--- src/rtl/fc_pkg.sv ---
`default_nettype none
// ============================================================================
// Module      : fc_pkg
// Description : Shared constants and FSM state encoding for the FC datapath
//               (MAC array and result streamer).
// Revision    : 1.0 - initial release
// ============================================================================
package fc_pkg;

    localparam int NUM_OUTPUTS = 10;
    localparam int ACC_WIDTH   = 32;
    localparam int OUT_WIDTH   = 8;
    localparam int SHIFT_WIDTH = 5;
    localparam int IDX_WIDTH   = 4;

    typedef enum logic [1:0] {
        IDLE   = 2'd0,
        STREAM = 2'd1,
        DONE   = 2'd2
    } state_t;

endpackage : fc_pkg
`default_nettype wire

--- src/rtl/fc_requant.sv ---
`default_nettype none
// ============================================================================
// Module      : fc_requant
// Description : Unsigned requantizer. Right-shifts an accumulator and
//               saturates the result to OUT_WIDTH bits. Purely combinational.
// Revision    : 1.0 - initial release
// ============================================================================
module fc_requant #(
    parameter int ACC_WIDTH   = 32,
    parameter int OUT_WIDTH   = 8,
    parameter int SHIFT_WIDTH = 5
) (
    input  logic [ACC_WIDTH-1:0]   acc_i,
    input  logic [SHIFT_WIDTH-1:0] shift_i,
    output logic [OUT_WIDTH-1:0]   data_o
);

    // Largest value representable in the output word, widened to ACC_WIDTH.
    localparam logic [ACC_WIDTH-1:0] SAT_LIMIT =
        {{(ACC_WIDTH-OUT_WIDTH){1'b0}}, {OUT_WIDTH{1'b1}}};

    logic [ACC_WIDTH-1:0] shifted;

    // Shift (oversized shifts flush to zero), then clamp to the output range.
    always_comb begin
        shifted = '0;
        if (int'(shift_i) < ACC_WIDTH) begin
            shifted = acc_i >> shift_i;
        end
        if (shifted > SAT_LIMIT) begin
            data_o = '1;
        end else begin
            data_o = shifted[OUT_WIDTH-1:0];
        end
    end

endmodule : fc_requant
`default_nettype wire

--- src/rtl/fc_result_streamer.sv ---
`default_nettype none
// ============================================================================
// Module      : fc_result_streamer
// Description : Captures the FC MAC array accumulators on its finish pulse,
//               streams requantized results over valid/ready and reports the
//               argmax (predicted class) once the stream has completed.
// Revision    : 1.0 - initial release
// ============================================================================
module fc_result_streamer #(
    parameter int NUM_OUTPUTS = fc_pkg::NUM_OUTPUTS,
    parameter int ACC_WIDTH   = fc_pkg::ACC_WIDTH,
    parameter int OUT_WIDTH   = fc_pkg::OUT_WIDTH,
    parameter int SHIFT_WIDTH = fc_pkg::SHIFT_WIDTH,
    parameter int IDX_WIDTH   = fc_pkg::IDX_WIDTH
) (
    input  logic                             clk,
    input  logic                             rst,
    input  logic                             finish_in,
    input  logic [ACC_WIDTH*NUM_OUTPUTS-1:0] data_in_flat,
    input  logic [SHIFT_WIDTH-1:0]           shift_amt,
    output logic                             m_valid,
    input  logic                             m_ready,
    output logic [OUT_WIDTH-1:0]             m_data,
    output logic [IDX_WIDTH-1:0]             m_index,
    output logic                             m_last,
    output logic                             class_valid,
    output logic [IDX_WIDTH-1:0]             class_idx,
    output logic [ACC_WIDTH-1:0]             class_score,
    output logic                             busy,
    output logic                             drop
);

    import fc_pkg::*;

    localparam logic [IDX_WIDTH-1:0] LAST_IDX = IDX_WIDTH'(NUM_OUTPUTS - 1);

    // ------------------------------------------------------------------
    // State
    // ------------------------------------------------------------------
    state_t                 state_q;
    logic [ACC_WIDTH-1:0]   cap_q [NUM_OUTPUTS];
    logic [SHIFT_WIDTH-1:0] shift_q;
    logic [IDX_WIDTH-1:0]   idx_q;

    logic [IDX_WIDTH-1:0]   best_idx_q;
    logic [ACC_WIDTH-1:0]   best_score_q;
    logic                   first_q;

    logic                   m_valid_q;
    logic                   m_last_q;
    logic                   class_valid_q;
    logic [IDX_WIDTH-1:0]   class_idx_q;
    logic [ACC_WIDTH-1:0]   class_score_q;
    logic                   busy_q;
    logic                   drop_q;

    // Running argmax including the beat currently on the bus.
    logic [ACC_WIDTH-1:0]   cur_acc;
    logic                   take;
    logic [IDX_WIDTH-1:0]   best_idx_d;
    logic [ACC_WIDTH-1:0]   best_score_d;

    // ------------------------------------------------------------------
    // Requantization of the current beat (registered inputs only)
    // ------------------------------------------------------------------
    fc_requant #(
        .ACC_WIDTH   (ACC_WIDTH),
        .OUT_WIDTH   (OUT_WIDTH),
        .SHIFT_WIDTH (SHIFT_WIDTH)
    ) u_requant (
        .acc_i   (cur_acc),
        .shift_i (shift_q),
        .data_o  (m_data)
    );

    // Argmax candidate: first beat always wins, later beats only when strictly larger.
    always_comb begin
        cur_acc      = cap_q[idx_q];
        take         = first_q || (cur_acc > best_score_q);
        best_idx_d   = best_idx_q;
        best_score_d = best_score_q;
        if (take) begin
            best_idx_d   = idx_q;
            best_score_d = cur_acc;
        end
    end

    // Control FSM with capture buffer, argmax tracking and registered outputs.
    always_ff @(posedge clk or posedge rst) begin
        if (rst) begin
            state_q       <= IDLE;
            for (int i = 0; i < NUM_OUTPUTS; i++) begin
                cap_q[i] <= '0;
            end
            shift_q       <= '0;
            idx_q         <= '0;
            best_idx_q    <= '0;
            best_score_q  <= '0;
            first_q       <= 1'b0;
            m_valid_q     <= 1'b0;
            m_last_q      <= 1'b0;
            class_valid_q <= 1'b0;
            class_idx_q   <= '0;
            class_score_q <= '0;
            busy_q        <= 1'b0;
            drop_q        <= 1'b0;
        end else begin
            // A finish pulse arriving while a result set is still in flight is lost.
            drop_q        <= finish_in && (state_q != IDLE);
            class_valid_q <= 1'b0;

            case (state_q)
                IDLE: begin
                    if (finish_in) begin
                        for (int i = 0; i < NUM_OUTPUTS; i++) begin
                            cap_q[i] <= data_in_flat[i*ACC_WIDTH +: ACC_WIDTH];
                        end
                        shift_q      <= shift_amt;
                        idx_q        <= '0;
                        best_idx_q   <= '0;
                        best_score_q <= '0;
                        first_q      <= 1'b1;
                        m_valid_q    <= 1'b1;
                        m_last_q     <= (LAST_IDX == '0);
                        busy_q       <= 1'b1;
                        state_q      <= STREAM;
                    end
                end

                STREAM: begin
                    if (m_ready) begin
                        best_idx_q   <= best_idx_d;
                        best_score_q <= best_score_d;
                        first_q      <= 1'b0;
                        if (idx_q == LAST_IDX) begin
                            // Publish the argmax including this final beat.
                            m_valid_q     <= 1'b0;
                            m_last_q      <= 1'b0;
                            class_valid_q <= 1'b1;
                            class_idx_q   <= best_idx_d;
                            class_score_q <= best_score_d;
                            state_q       <= DONE;
                        end else begin
                            idx_q    <= idx_q + 1'b1;
                            m_last_q <= ((idx_q + 1'b1) == LAST_IDX);
                        end
                    end
                end

                DONE: begin
                    busy_q  <= 1'b0;
                    state_q <= IDLE;
                end

                default: begin
                    m_valid_q <= 1'b0;
                    m_last_q  <= 1'b0;
                    busy_q    <= 1'b0;
                    state_q   <= IDLE;
                end
            endcase
        end
    end

    assign m_valid     = m_valid_q;
    assign m_index     = idx_q;
    assign m_last      = m_last_q;
    assign class_valid = class_valid_q;
    assign class_idx   = class_idx_q;
    assign class_score = class_score_q;
    assign busy        = busy_q;
    assign drop        = drop_q;

endmodule : fc_result_streamer
`default_nettype wire

--- config.mk ---
export PLATFORM = sky130hd
export DESIGN_NAME = fc_result_streamer
export DESIGN_NICKNAME = d
export VERILOG_FILES = /design/src/rtl/fc_pkg.sv /design/src/rtl/fc_requant.sv /design/src/rtl/fc_result_streamer.sv
export SDC_FILE = /design/constraint.sdc
export NUM_CORES = 1
export LEC_CHECK = 0
export CORE_UTILIZATION = 54
export DETAILED_ROUTE_END_ITERATION = 10
export GPL_TIMING_DRIVEN = 0
export PLACE_DENSITY = 0.85
export SLEW_MARGIN = 15
export SYNTH_ARGS = -nofsm -noshare
export SYNTH_HDL_FRONTEND = slang
export SYNTH_SLANG_ARGS = --single-unit
--- constraint.sdc ---
create_clock -name clk -period 16.75 [get_ports clk]
set_input_delay 2.5125 -clock clk [delete_from_list [all_inputs] [get_ports clk]]
set_output_delay 2.5125 -clock clk [all_outputs]
set_load 0.01 [all_outputs]
==> results of run 1 <==
worst reg2reg max path, stage by stage, from the launching register on:
cell	delay (ns)
dfrtp_1	0.65
clkbuf_1	0.48
clkbuf_1	0.54
clkbuf_1	0.69
a221oi_1	0.20
a21oi_4	0.37
inv_1	0.18
ha_1	0.33
nand2_1	0.09
or3_1	0.40
nor3_1	0.52
nand3_1	0.23
nor3_1	1.00
a31oi_1	0.26
o31ai_1	0.99
clkbuf_1	0.58
a22o_1	0.26
Yosys cell counts, drive strengths merged, types with 4 or more instances:
master,n
o22ai,20
dfrtp,409
a21o,7
buf,28
nand2b,6
nor2,72
a211o,6
a221oi,9
or3,4
o211ai,38
a221o,23
mux4,62
clkbuf,138
nand3,48
a22o,37
nand2,1055
inv,50
mux2i,101
a22oi,9
mux2,17
nor3,11
o311ai,34
a21oi,25
o21a,8
or2,7
nand4,7
o21ai,65
ha,35
nor2b,6
per-layer routing:
layer  vias to the layer above  track usage, %  part of all wire (%)
met3                       295           6.185                   9.7
met4                         0           25.08                   6.8
met1                     10110           50.36                    37
li1                       8948               -                     -
met2                      1403           63.24                    47
met5                         -               0                     0
cell type report:
cell class / count / area share, %
flip-flops and latches: 409 / 37.28
multi-input cells: 1754 / 37.04
repair buffers: 385 / 14.22
clock buffers: 65 / 4.699
plain buffers: 166 / 2.580
well taps: 518 / 2.361
clock inverters: 14 / 1.071
inverters: 52 / 0.7383
diodes: 1 / 0.009115
where the power goes:
group          internal, mW  switching [mW]
clock                 0.645           0.418
combinational          1.34            2.09
sequential             1.44           0.289
total                  3.42            2.80
kinds of logic (layout without fill, tap and decap cells):
logic type / count (synthesis) / in the layout / synth area share [%]
simple gates: 1228 / 1228 / 22.52
flops: 409 / 409 / 48.06
compound gates: 309 / 309 / 10.84
buf+inv: 218 / 682 / 4.242
mux: 180 / 180 / 12.20
fa+ha+maj: 35 / 35 / 2.056
xor+xnor: 2 / 2 / 0.08226
other cells: 0 / 1 / 0
through the flow:
step	TNS (ns)	utilization (%)	power [mW]	cells
after floorplan	0	-	3.828	2381
after global placement	-539.14	66.50	4.946	3280
after detailed placement	0	66.74	5.039	3283
after CTS	0	70.83	6.122	3362
after global routing	0	70.86	6.542	3363
final	0	70.87	6.225	3364
worst max path at each step:
stage	end	slack, ns	start	depth (start not counted)
floorplan	best_idx_q[0]$_DFFE_PP0P_	2.86	rst	1
global placement	cap_q[149]$_DFFE_PP0P_	-1.38	rst	2
detailed placement	m_data[2]	8.80	m_index[3]$_DFFE_PP0P_	14
CTS	m_data[2]	8.13	m_index[3]$_DFFE_PP0P_	14
global route	m_data[2]	7.83	m_index[3]$_DFFE_PP0P_	14
finish	m_data[2]	7.94	m_index[3]$_DFFE_PP0P_	14
registers in the layout, summed over array words and instances, names as in the netlist, 2 cells and up:
register / flops
cap_q: 320
best_score_q: 32
class_score: 32
shift_q: 5
best_idx_q: 4
class_idx: 4
m_index: 4
state_q: 2
==> flow_metrics.tcl, run 1 <==
set metrics [dict create \
    cts_num_sinks 409 \
    cts_tree "done" \
    dpl.hpwl_um 60140 \
    setup_viol 0 \
    critPathCaptureType "primary output" \
    max-slew-margin-rel_pct 11.30 \
    preCtsSetupSlack_ns 8.796 \
    initial_core_util_pct 54.98 \
    final_cell_mix "nand2_1 (1055), dfrtp_1 (409), clkdlybuf4s50_1 (381)" \
    cts_buffers 44 \
    finalHoldViolCount 0 \
    path_cells "clkbuf_1, clkbuf_1, clkbuf_1, clkinv_1, nor3_1, o31a_1, mux2i_1, mux4_2, nand4_1, o22ai_1, a41oi_2, a21oi_4, o211ai_1, clkdlybuf4s50_1" \
    crit_type "register to primary output" \
    routed_wl_um 79090 \
    cp_slowest_stage_delay_ns 0.69 \
    setup.worst_path.start_class "register" \
    post_drt_via_cell_ratio 6.170 \
    ant_nets 0 \
    hold_ws_ns 0.4673 \
    regArea_mm2 0.01023 \
    hp-start "cap_q[278]$_DFFE_PP0P_" \
    yosysSeqAreaShare_pct 48.06 \
    crit-reg2reg-capture "best_score_q[16]$_DFFE_PP0P_" \
    cts_max_level 2 \
    fin_ws_ns 7.941 \
    dieArea_mm2 0.04024 \
    post_cts_buffers 0 \
    core_area_mm2 0.03874 \
    fin_crit_sh_pct 52.59 \
    yosys_warnings 0 \
    antenna_found_initial 2 \
    fmax_mhz 113.5 \
    status "complete, no violations" \
    synth.area.top_cells "dfrtp_1 (48%), nand2_1 (19%), mux4_2 (6.6%)" \
    crit_path_frequent_cell "clkbuf_1" \
    p_leak_nw 12.76 \
    cts_hold_buf 0 \
    r2r-start "m_index[3]$_DFFE_PP0P_" \
    grt_pass1_vias 21060 \
    crit_fanout 10 \
    wl_per_cell_um 23.51 \
    area_growth_pct 28.90 \
    multiInputGateArea_mm2 0.01017 \
    drt-pass1-iter-count 6 \
    cp.arrival_ns 6.30 \
    cts_repair_resize_count 0 \
    fillers 2879 \
    drcViolationCount 0 \
    syn_inst 2381 \
    die_w_um 200.6 \
    synth_enable_flop_cells 0 \
    reg2reg_depth 16 \
    worst_pin_slew_ns 1.331 \
    synthFlopType "dfrtp_1" \
    drv_cap 0 \
    drt_iter0_markers 2334 \
    gr-total-overflow 0 \
    reg2reg_slack_ns 8.91 \
    period_needed_ns 8.809 \
    fin_skew_ns 0.02987 \
    syn_nets 2745 \
    worstHoldPathType "register to register" \
    synth_area_mm2 0.02130 \
    nets 3176 \
    cp_top_family "buffers and inverters" \
    holdPathStages 2 \
    synthArstFlopShare_pct 100.0 \
    rsz0062_at_grt "false" \
    cp_slowest_cell "clkbuf_1" \
    layout-drive-gt1-share_pct 6.784 \
    grt_first_pass_wirelength_um 120100 \
    layout_commonest_cell "nand2_1" \
    ys_types 65 \
    synth_seq_cells 409 \
    rows 72 \
    cts.clk_slew.worst_paths_ns 0.06 \
    syn_avg_cell_area_um2 8.945 \
    root_buffer "clkbuf_16" \
    vias 20760 \
    critPathRequiredTime_ns 14.24 \
    ctsLongestPathBuffers 3 \
    synth_top_area_share_pct 48.06 \
    hold_end "cap_q[278]$_DFFE_PP0P_" \
    grt.total_usage_pct 39.46 \
    die_h_um 200.6 \
    yosysTopAreaCell "dfrtp_1" \
    clkLatencyLatePin_ns 0.60 \
    grt_start_max_net_pins 116 \
    io_buffers 381 \
    gp_congestion 0.9871 \
    ios 382 \
    final_area_mm2 0.02745 \
    dpl_cell_area_mm2 0.02585 \
    drv_slew 0 \
    irDropWorstVdd_uv 100.6 \
    powerDensity_mw_per_mm2 226.8 \
    critPathBufInv 5 \
]
(Power assumes the default switching activity.)
==> run 2, diff against run 1 <==
==> constraint.sdc (replaced) <==
create_clock -name clk -period 8.52 [get_ports clk]
set_input_delay 1.278 -clock clk [delete_from_list [all_inputs] [get_ports clk]]
set_output_delay 1.278 -clock clk [all_outputs]
set_load 0.01 [all_outputs]
==> run 2 against run 1 <==
Effect of this change:
- worst setup slack got worse by 7.1 ns
- register-to-register slack got worse by 7.5 ns
- count of clock-buffer cells in the layout is 9 lower
- sequential power is 98% higher
- hold slack gained 0.0029 ns
- total power increased by 96%
- critical path depth unchanged
- flip-flop and latch count stayed put
- die area is the same
- critical endpoint is now m_data[3]
- routed wire length is 3.1% higher
- clock skew shrank 0.0042 ns
==> flow_metrics.tcl, run 2 (synthesized netlist as in run 1, its figures left out) <==
set metrics [dict create \
    pwr-share-comb_pct 55.8 \
    switching_share_pct 45.75 \
    ant_nets 0 \
    final_util_pct 71.07 \
    crit_type "register to primary output" \
    layout-drive-gt1-share_pct 7.323 \
    crit_fanout 10 \
    crit-reg2reg-capture "best_score_q[19]$_DFFE_PP0P_" \
    p_leak_nw 12.80 \
    cts_tree "done" \
    post_drt_via_cell_ratio 6.169 \
    final_cell_mix "nand2_1 (1055), dfrtp_1 (409), clkdlybuf4s50_1 (381)" \
    cp_top_family "buffers and inverters" \
    ios 382 \
    drv_slew 0 \
    dieArea_mm2 0.04024 \
    cp_slowest_stage_delay_ns 0.70 \
    routed_wl_um 81510 \
    reg2reg_depth 19 \
    hold_end "cap_q[261]$_DFFE_PP0P_" \
    fin_crit_sh_pct 89.76 \
    drt_iter0_markers 2422 \
    layout_commonest_cell "nand2_1" \
    worstHoldPathType "register to register" \
    status "complete, no violations" \
    antenna_found_initial 3 \
    cp_slowest_cell "dfrtp_1" \
    period_needed_ns 7.647 \
    max-slew-margin-rel_pct 12.76 \
    p_sw_mw 5.588 \
    fillers 2792 \
    reg2reg_slack_ns 1.38 \
    nets 3185 \
    setup_viol 0 \
    clkLatencyLatePin_ns 0.58 \
    wl_per_cell_um 24.17 \
    startpoint "m_index[3]$_DFFE_PP0P_" \
    cp.arrival_ns 6.37 \
    critPathRequiredTime_ns 7.24 \
    core_area_mm2 0.03874 \
    preCtsSetupSlack_ns 0.8480 \
    powerDensity_mw_per_mm2 443.7 \
    drcViolationCount 0 \
    cts_num_sinks 409 \
    cts_buffers 43 \
    r2r-start "m_index[3]$_DFFE_PP0P_" \
    rows 72 \
    holdPathStages 2 \
    drt-pass1-iter-count 10 \
    irDropWorstVdd_uv 230.4 \
    ctsLongestPathBuffers 3 \
    grt_first_pass_wirelength_um 123900 \
    cts_hold_buf 0 \
    grt_pass1_vias 21390 \
    critPathBufInv 5 \
    io_buffers 381 \
    setup.worst_path.start_class "register" \
    crit_path_frequent_cell "clkbuf_1" \
    grt_start_max_net_pins 41 \
    hp-start "cap_q[261]$_DFFE_PP0P_" \
    gr-total-overflow 0 \
    worst_pin_slew_ns 1.309 \
    regMostFlops "cap_q" \
    area_growth_pct 29.26 \
    finalHoldViolCount 0 \
    die_h_um 200.6 \
    fin_skew_ns 0.02563 \
    critPathCaptureType "primary output" \
    path_cells "clkbuf_1, clkbuf_1, clkbuf_1, clkinv_1, nor3_1, o31a_1, mux2i_1, mux4_2, nand4_1, o22ai_1, a41oi_2, a21oi_4, o211ai_1, clkdlybuf4s50_1" \
    rsz0062_at_grt "false" \
    vias 20810 \
    fin_ws_ns 0.8727 \
    cts_repair_resize_count 0 \
    drv_cap 0 \
    largest_register_ffs 320 \
    gp_congestion 0.9783 \
    p_int_mw 6.626 \
    clkPwrFrac_pct 16.2 \
    die_w_um 200.6 \
    cts.clk_slew.worst_paths_ns 0.06 \
    root_buffer "clkbuf_16" \
    grt.total_usage_pct 40.75 \
    initial_core_util_pct 54.98 \
    dpl.hpwl_um 61740 \
    cts_max_level 2 \
    post_cts_buffers 0 \
    fmax_mhz 130.8 \
    seqPwrFrac_pct 28.0 \
]
==> run 2: through the flow <==
stage	TNS, ns	std cells	area, um^2	hold WS (ns)	total power, mW
3_5_place_dp	0	3293	26040	0.4568	9.939
3_3_place_gp	-236.17	3280	25760	0.4536	9.739
5_1_grt	0	3372	27530	0.4871	12.79
2_1_floorplan	0	2381	21300	0.4401	7.526
6_report	0	3373	27530	0.4702	12.21
4_1_cts	0	3371	27500	0.4712	11.97
==> run 2: cell type report <==
cell class / count / area [um^2] / share of cell area (%)
flip-flops and latches: 409 / 10230 / 37.18
multi-input cells: 1754 / 10180 / 37.00
repair buffers: 395 / 4091 / 14.86
clock buffers: 56 / 1195 / 4.341
plain buffers: 166 / 708.2 / 2.572
well taps: 518 / 648.1 / 2.354
clock inverters: 22 / 265.3 / 0.9635
inverters: 52 / 198.9 / 0.7227
diodes: 1 / 2.502 / 0.009090
==> run 2: power groups by stage <==
stage,logic (mW),clock network [mW],registers (mW)
global placement,6.39,0,3.35
CTS,6.61,1.97,3.39
global route,7.25,2.04,3.50
detailed placement,6.55,0,3.39
floorplan,4.26,0,3.26
finish,6.82,1.98,3.42
==> run 2: routing by layer <==
| layer | vias up | track usage, % | part of all wire [%] |
|---|---|---|---|
| li1 | 8937 | - | - |
| met1 | 10160 | 49.85 | 36 |
| met2 | 1400 | 66.75 | 47 |
| met3 | 305 | 8.620 | 10 |
| met4 | 4 | 24.26 | 6.6 |
| met5 | - | 0 | 0.028 |
==> run 2: worst max path at each step <==
| stage | to | slack (ns) | depth (start not counted) |
|---|---|---|---|
| floorplan | best_idx_q[0]$_DFFE_PP0P_ | 1.73 | 1 |
| global placement | cap_q[150]$_DFFE_PP0P_ | -0.63 | 2 |
| detailed placement | best_score_q[10]$_DFFE_PP0P_ | 0.85 | 16 |
| CTS | best_score_q[19]$_DFFE_PP0P_ | 0.81 | 16 |
| global route | m_data[3] | 0.78 | 14 |
| finish | m_data[3] | 0.87 | 14 |
==> run 2: worst reg2reg max path: stages (launching register included) <==
cell,delay [ns]
dfrtp_1,0.70
clkbuf_1,0.45
clkbuf_1,0.51
clkbuf_1,0.69
clkinv_1,0.53
clkbuf_1,0.35
a22oi_1,0.29
o21ai_1,0.23
ha_1,0.37
nor2b_1,0.14
o21a_1,0.17
o21a_1,0.16
o21a_1,0.16
o21a_1,0.16
o21a_1,0.16
o21bai_1,0.23
a31oi_1,0.25
o31ai_2,0.68
clkbuf_1,0.56
a22o_1,0.25
